$ cat src/rtl/keypad_pkg.sv
// keypad_pkg: scanner state enum, column priority encoder and key-code width helper
package keypad_pkg;
  typedef enum logic [1:0] {IDLE, SCAN, DEBOUNCE, HOLD} kp_state_e;
  function automatic int key_code_width(input int rows, input int cols);
    return $clog2(rows * cols);
  endfunction
  function automatic int lowest_set_index(input logic [31:0] v);
    lowest_set_index = 0;
    for (int i = 31; i >= 0; i--) if (v[i]) lowest_set_index = i;
  endfunction
endpackage

$ cat src/rtl/keypad_key_fifo.sv
// keypad_key_fifo: synchronous FIFO (clk, rst, push/din in, pop/dout out, full/empty/count status)
module keypad_key_fifo #(
  parameter int DEPTH = 4,
  parameter int WIDTH = 4
) (
  input  logic                     clk,
  input  logic                     rst,
  input  logic                     push,
  input  logic [WIDTH-1:0]         din,
  input  logic                     pop,
  output logic [WIDTH-1:0]         dout,
  output logic                     full,
  output logic                     empty,
  output logic [$clog2(DEPTH):0]   count
);
  localparam int AW = $clog2(DEPTH);
  logic [WIDTH-1:0] mem_q [DEPTH];
  logic [WIDTH-1:0] mem_d [DEPTH];
  logic [AW-1:0] wr_q, wr_d, rd_q, rd_d;
  logic [AW:0] cnt_q, cnt_d;
  logic do_push, do_pop;
  assign empty = cnt_q == '0;
  assign full = cnt_q == (AW+1)'(DEPTH);
  assign dout = mem_q[rd_q];
  assign count = cnt_q;
  always_comb begin
    do_pop = pop && !empty;
    do_push = push && (!full || do_pop);
    mem_d = mem_q;
    if (do_push) mem_d[wr_q] = din;
    wr_d = do_push ? wr_q + 1'b1 : wr_q;
    rd_d = do_pop ? rd_q + 1'b1 : rd_q;
    cnt_d = cnt_q + {{AW{1'b0}}, do_push} - {{AW{1'b0}}, do_pop};
  end
  always_ff @(posedge clk or posedge rst)
    if (rst) begin
      mem_q <= '{default: '0};
      wr_q <= '0;
      rd_q <= '0;
      cnt_q <= '0;
    end else begin
      mem_q <= mem_d;
      wr_q <= wr_d;
      rd_q <= rd_d;
      cnt_q <= cnt_d;
    end
endmodule

$ cat src/rtl/keypad_matrix_controller.sv
// keypad_matrix_controller: row scan + press/release debounce feeding a key-code FIFO (enable, cols, ack in; rows, key_code, valid, overflow, fill out)
module keypad_matrix_controller
  import keypad_pkg::*;
#(
  parameter int ROWS = 4,
  parameter int COLS = 4,
  parameter int SCAN_DWELL = 4,
  parameter int DEBOUNCE_CYCLES = 16,
  parameter int FIFO_DEPTH = 4
) (
  input  logic                                 clk,
  input  logic                                 rst,
  input  logic                                 enable,
  input  logic [COLS-1:0]                      cols,
  output logic [ROWS-1:0]                      rows,
  output logic [key_code_width(ROWS, COLS)-1:0] key_code,
  output logic                                 valid,
  input  logic                                 ack,
  output logic                                 overflow,
  output logic [$clog2(FIFO_DEPTH):0]          fill
);
  localparam int KW = key_code_width(ROWS, COLS);
  localparam int RW = $clog2(ROWS);
  localparam int CW = $clog2(COLS);
  localparam int DWW = $clog2(SCAN_DWELL + 1);
  localparam int CTW = $clog2(DEBOUNCE_CYCLES + 1);
  localparam logic [DWW-1:0] DWELL_LAST = DWW'(SCAN_DWELL - 1);
  localparam logic [CTW-1:0] CNT_LAST = CTW'(DEBOUNCE_CYCLES - 1);
  kp_state_e state_q, state_d;
  logic [RW-1:0] row_q, row_d, row_nxt;
  logic [CW-1:0] col_q, col_d, low_col;
  logic [DWW-1:0] dwell_q, dwell_d;
  logic [CTW-1:0] cnt_q, cnt_d;
  logic [ROWS-1:0] rows_q, rows_d;
  logic overflow_q, overflow_d;
  logic cols_any, col_match, push, pop_ok, full, empty;
  logic [KW-1:0] push_code;
  assign cols_any = |cols;
  assign low_col = CW'(lowest_set_index(32'(cols)));
  assign col_match = cols_any && low_col == col_q;
  assign row_nxt = (row_q == RW'(ROWS - 1)) ? '0 : row_q + 1'b1;
  assign push_code = KW'(int'(row_q) * COLS + int'(col_q));
  assign valid = !empty;
  assign pop_ok = ack && valid;
  assign rows = rows_q;
  assign overflow = overflow_q;
  always_comb begin
    state_d = state_q;
    row_d = row_q;
    col_d = col_q;
    dwell_d = dwell_q;
    cnt_d = cnt_q;
    push = 1'b0;
    if (!enable) begin
      state_d = IDLE;
      row_d = '0;
      col_d = '0;
      dwell_d = '0;
      cnt_d = '0;
    end else begin
      case (state_q)
        IDLE: begin
          state_d = SCAN;
          row_d = '0;
          dwell_d = '0;
          cnt_d = '0;
        end
        SCAN:
          if (dwell_q == DWELL_LAST) begin
            dwell_d = '0;
            if (cols_any) begin
              state_d = DEBOUNCE;
              col_d = low_col;
              cnt_d = '0;
            end else row_d = row_nxt;
          end else dwell_d = dwell_q + 1'b1;
        DEBOUNCE:
          if (!col_match) begin
            state_d = SCAN;
            row_d = row_nxt;
            dwell_d = '0;
            cnt_d = '0;
          end else if (cnt_q == CNT_LAST) begin
            push = 1'b1;
            state_d = HOLD;
            cnt_d = '0;
          end else cnt_d = cnt_q + 1'b1;
        HOLD:
          if (cols_any) cnt_d = '0;
          else if (cnt_q == CNT_LAST) begin
            state_d = SCAN;
            row_d = row_nxt;
            dwell_d = '0;
            cnt_d = '0;
          end else cnt_d = cnt_q + 1'b1;
        default: state_d = IDLE;
      endcase
    end
    rows_d = (state_d == IDLE) ? '0 : ROWS'(1) << row_d;
    // a drop needs a full FIFO with no pop freeing a slot on the same edge
    overflow_d = (push && full && !pop_ok) ? 1'b1 : pop_ok ? 1'b0 : overflow_q;
  end
  always_ff @(posedge clk or posedge rst)
    if (rst) begin
      state_q <= IDLE;
      row_q <= '0;
      col_q <= '0;
      dwell_q <= '0;
      cnt_q <= '0;
      rows_q <= '0;
      overflow_q <= 1'b0;
    end else begin
      state_q <= state_d;
      row_q <= row_d;
      col_q <= col_d;
      dwell_q <= dwell_d;
      cnt_q <= cnt_d;
      rows_q <= rows_d;
      overflow_q <= overflow_d;
    end
  keypad_key_fifo #(.DEPTH(FIFO_DEPTH), .WIDTH(KW)) u_fifo (
    .clk(clk),
    .rst(rst),
    .push(push),
    .din(push_code),
    .pop(ack),
    .dout(key_code),
    .full(full),
    .empty(empty),
    .count(fill)
  );
endmodule

$ cat config.mk
export PLATFORM = sky130hd
export DESIGN_NAME = keypad_matrix_controller
export DESIGN_NICKNAME = d
export VERILOG_FILES = /design/src/rtl/keypad_pkg.sv /design/src/rtl/keypad_key_fifo.sv /design/src/rtl/keypad_matrix_controller.sv
export SDC_FILE = /design/constraint.sdc
export NUM_CORES = 1
export LEC_CHECK = 0
export BUFFER_PORTS_ARGS = -buffer_cell sky130_fd_sc_hd__buf_2
export CORE_AREA = 2 2 78 80
export CTS_CLUSTER_SIZE = 24
export DETAILED_ROUTE_END_ITERATION = 12
export DIE_AREA = 0 0 80 82
export GPL_ROUTABILITY_DRIVEN = 0
export RECOVER_POWER = 50
export REMOVE_ABC_BUFFERS = 1
export SLEW_MARGIN = 10
export SYNTH_ARGS = -nofsm -noshare
export SYNTH_HDL_FRONTEND = slang
export SYNTH_HIERARCHICAL = 1
export SYNTH_SLANG_ARGS = --single-unit
$ cat constraint.sdc
create_clock -name clk -period 7.8 [get_ports clk]
set_clock_uncertainty 0.2 [all_clocks]
set_input_delay 0.78 -clock clk [delete_from_list [all_inputs] [get_ports clk]]
set_output_delay 0.78 -clock clk [all_outputs]
set_load 0.01 [all_outputs]
==> flow_metrics.env <==
export IMPL_drtIter0Drc=59
export IMPL_post_cts_resized=0
export IMPL_cts_inserted_buffers=5
export IMPL_diodes=0
export IMPL_slew_headroom=0.413
export IMPL_max_freq_mhz=278
export IMPL_dp_slack_ps=3930
export IMPL_p_comb_frac=0.045
export IMPL_crit_family="simple AND/OR/NAND/NOR gates"
export IMPL_postCtsSetupRepairBufs=0
export IMPL_ys_seq_area_frac=0.470
export IMPL_intPower_mw=0.295
export IMPL_rsz0062_at_grt="false"
export IMPL_wl_um=4280
export IMPL_final_common_cell="dfrtp_1"
export IMPL_leakage_nw=1.21
export IMPL_netlist_area_um2=2240
export IMPL_setup_slack_ps=4200
export IMPL_die_area_um2=6560
export IMPL_io_buffers=20
export IMPL_antenna_found_initial=0
export IMPL_vias=1490
export IMPL_dp_hpwl_um=3050
export IMPL_core_area_um2=5750
export IMPL_drc=0
export IMPL_clock_sinks=42
export IMPL_fp_dieW_um=80
export IMPL_crit_chain="buf_2 -> and4bb_1 -> a211oi_1 -> o21ai_0 -> nand2_1 -> nor2_1 -> or2b_2 -> ha_1 -> inv_1 -> ha_1 -> inv_1 -> fa_1 -> xnor2_1 -> xnor2_1"
export IMPL_drive_above_1_share=0.299
export IMPL_end_kind="flip-flop"
export IMPL_grt_pass1_wl_um=7220
export IMPL_period_share=0.461
export IMPL_setup_viol=0
export IMPL_cts_hold_buf=0
export IMPL_min_period_ps=3600
export IMPL_nNetsFinal=231
export IMPL_htree_num_levels=2
export IMPL_slowest_delay_ps=370
export IMPL_die_h_um=82
export IMPL_async_flop_share=1.00
export IMPL_slew_viol_final=0
export IMPL_r2r_slack_ps=4320
export IMPL_fp_row_count=28
export IMPL_cp_slowest_cell="or2b_2"
export IMPL_area_growth_pct=11.2
export IMPL_fin_setup_tns_ps=0
export IMPL_via_per_inst=5.16
export IMPL_yosys_most_used_dff="dfrtp_1"
export IMPL_critical_path_class="input pin to flip-flop"
export IMPL_yosysWarnings=6
export IMPL_cts_tree="yes"
export IMPL_min_path_type="flip-flop to flip-flop"
export IMPL_io_pins=21
export IMPL_clockRootBuffer="clkbuf_8"
export IMPL_drt_first_pass_iters=5
export IMPL_worstPathRequired_ps=7770
export IMPL_path_clk_slew_ps=80
export IMPL_p_clk_frac=0.383
export IMPL_gr_total_overflow=0
export IMPL_grt_pass1_vias=1446
export IMPL_clock_path_buffers=2
export IMPL_vdd_drop_max_uv=61.3
export IMPL_p_sw_frac=0.232
export IMPL_syn_area_per_cell_um2=11.8
export IMPL_ant_nets=0
export IMPL_hold_viol_final=0
export IMPL_critPathLaunchType="input pin"
export IMPL_grt_usage=0.144
export IMPL_worstPathMaxFanout=8
export IMPL_max_slew_worst_pin_slew_ps=880
export IMPL_crit_arrival_ps=3570
export IMPL_clk_insertion_delay_late_ps=290
export IMPL_switchingPower_mw=0.0893
export IMPL_cap_violations=0
export IMPL_p_per_area_nw_per_um2=154
export IMPL_status="complete, no violations"
export IMPL_pwr_share_seq=0.572
export IMPL_post_drt_wl_per_cell_um=14.8
export IMPL_synthDistinctLibCells=58
export IMPL_hold_ws_ps=289
export IMPL_grt_max_degree=24
export IMPL_layout_common_cells="42 x dfrtp_1, 17 x inv_1, 17 x buf_2, 17 x mux2_2, 15 x nand2_1"
export IMPL_synth_seq_cells=42
export IMPL_synth_edf_count=0
export IMPL_syn_inst=190
export IMPL_start_util=0.389
export IMPL_crit_buf_inv=3
-- final cells by class --
cell class,count,area [um^2]
flip-flops and latches,42,1050
multi-input cells,126,1080
inverters,18,67.6
repair buffers,20,96.3
clock inverters,2,12.5
fillers,566,3260
well taps,75,93.8
clock buffers,6,82.6
-- per-stage QoR --
step,power (mW),instances,utilization,instance area (um^2)
final,0.384,289,0.433,2490
after global routing,0.403,289,0.433,2490
after CTS,0.392,289,0.435,2500
after detailed placement,0.242,281,0.418,2400
after global placement,0.241,281,0.418,2400
after floorplan,0.234,186,-,2210
-- final timing paths --
path | startpoint | end | cells past startpoint
max in group asynchronous | rst | u_fifo/mem_q[11] | 2
worst min register to register | cnt_q[4] | cnt_q[4] | 1
worst min-delay path | cnt_q[4] | cnt_q[4] | 1
worst max register to register | col_q[1] | u_fifo/count[2] | 13
worst max-delay path | cols[1] | u_fifo/count[2] | 14
min in group asynchronous | rst | overflow | 2
-- flip-flops by register name (all words and copies together) (netlist names) --
register      flops
u_fifo/mem_q     16
cnt_q             5
rows              4
dwell_q           3
u_fifo/count      3
col_q             2
row_q             2
state_q           2
u_fifo/rd_q       2
u_fifo/wr_q       2
overflow          1
-- cells by family after synthesis --
kind of cell	count (synthesis)	share of synthesized area
xor gates and xnor gates	5	0.0196
and+or+nand+nor	54	0.160
muxes	21	0.126
DFF	42	0.470
AOI/OAI and AO/OA	36	0.123
buffers and inverters	22	0.0425
adders and majority gates	10	0.0593
-- per-layer routing --
| metal | track usage | routed length (um) | vias to the layer above |
|---|---|---|---|
| met2 | 0.213 | 1910 | 26 |
| met3 | 0.0297 | 134 | 2 |
| met5 | 0 | 0 | - |
| met1 | 0.206 | 2210 | 738 |
| li1 | - | - | 724 |
| met4 | 0.0559 | 27 | 0 |
-- cells in the mapped netlist, types with 2 or more instances --
| cell | n | area share |
|---|---|---|
| nand2_1 | 15 | 0.025 |
| xnor2_1 | 4 | 0.016 |
| nor2b_1 | 2 | 0.0056 |
| and3b_1 | 2 | 0.0078 |
| a21oi_1 | 5 | 0.011 |
| nor3_1 | 4 | 0.0089 |
| o32ai_1 | 2 | 0.0078 |
| inv_1 | 17 | 0.029 |
| mux2_2 | 17 | 0.086 |
| and2b_2 | 2 | 0.0078 |
| nor2_1 | 8 | 0.013 |
| mux4_2 | 4 | 0.040 |
| a31oi_1 | 2 | 0.0056 |
| a21oi_2 | 2 | 0.0078 |
| o21ai_1 | 3 | 0.0067 |
| a21o_1 | 2 | 0.0067 |
| dfrtp_1 | 42 | 0.47 |
| and3_1 | 2 | 0.0056 |
| o21a_1 | 2 | 0.0067 |
| and4bb_1 | 2 | 0.011 |
| o21ai_0 | 5 | 0.011 |
| nor3b_1 | 2 | 0.0067 |
| ha_1 | 9 | 0.050 |
-- power by group through the flow --
stage          combinational (mW)  sequential [mW]  clock, mW
3_5_place_dp               0.0177            0.224          0
6_report                   0.0172            0.220      0.147
3_3_place_gp               0.0173            0.224          0
5_1_grt                    0.0199            0.220      0.163
2_1_floorplan              0.0100            0.224          0
4_1_cts                    0.0177            0.220      0.155
-- worst register-to-register path, delay by kind of cell, from the launching register on --
family                   cells  cell delay [ps]
adder cells (fa/ha/maj)      3              800
XOR/XNOR                     2              280
AO/OA/AOI/OAI                2              400
buffers and inverters        2              100
flip-flops                   1              520
AND/OR/NAND/NOR              4             1080
(Power assumes the default switching activity.)
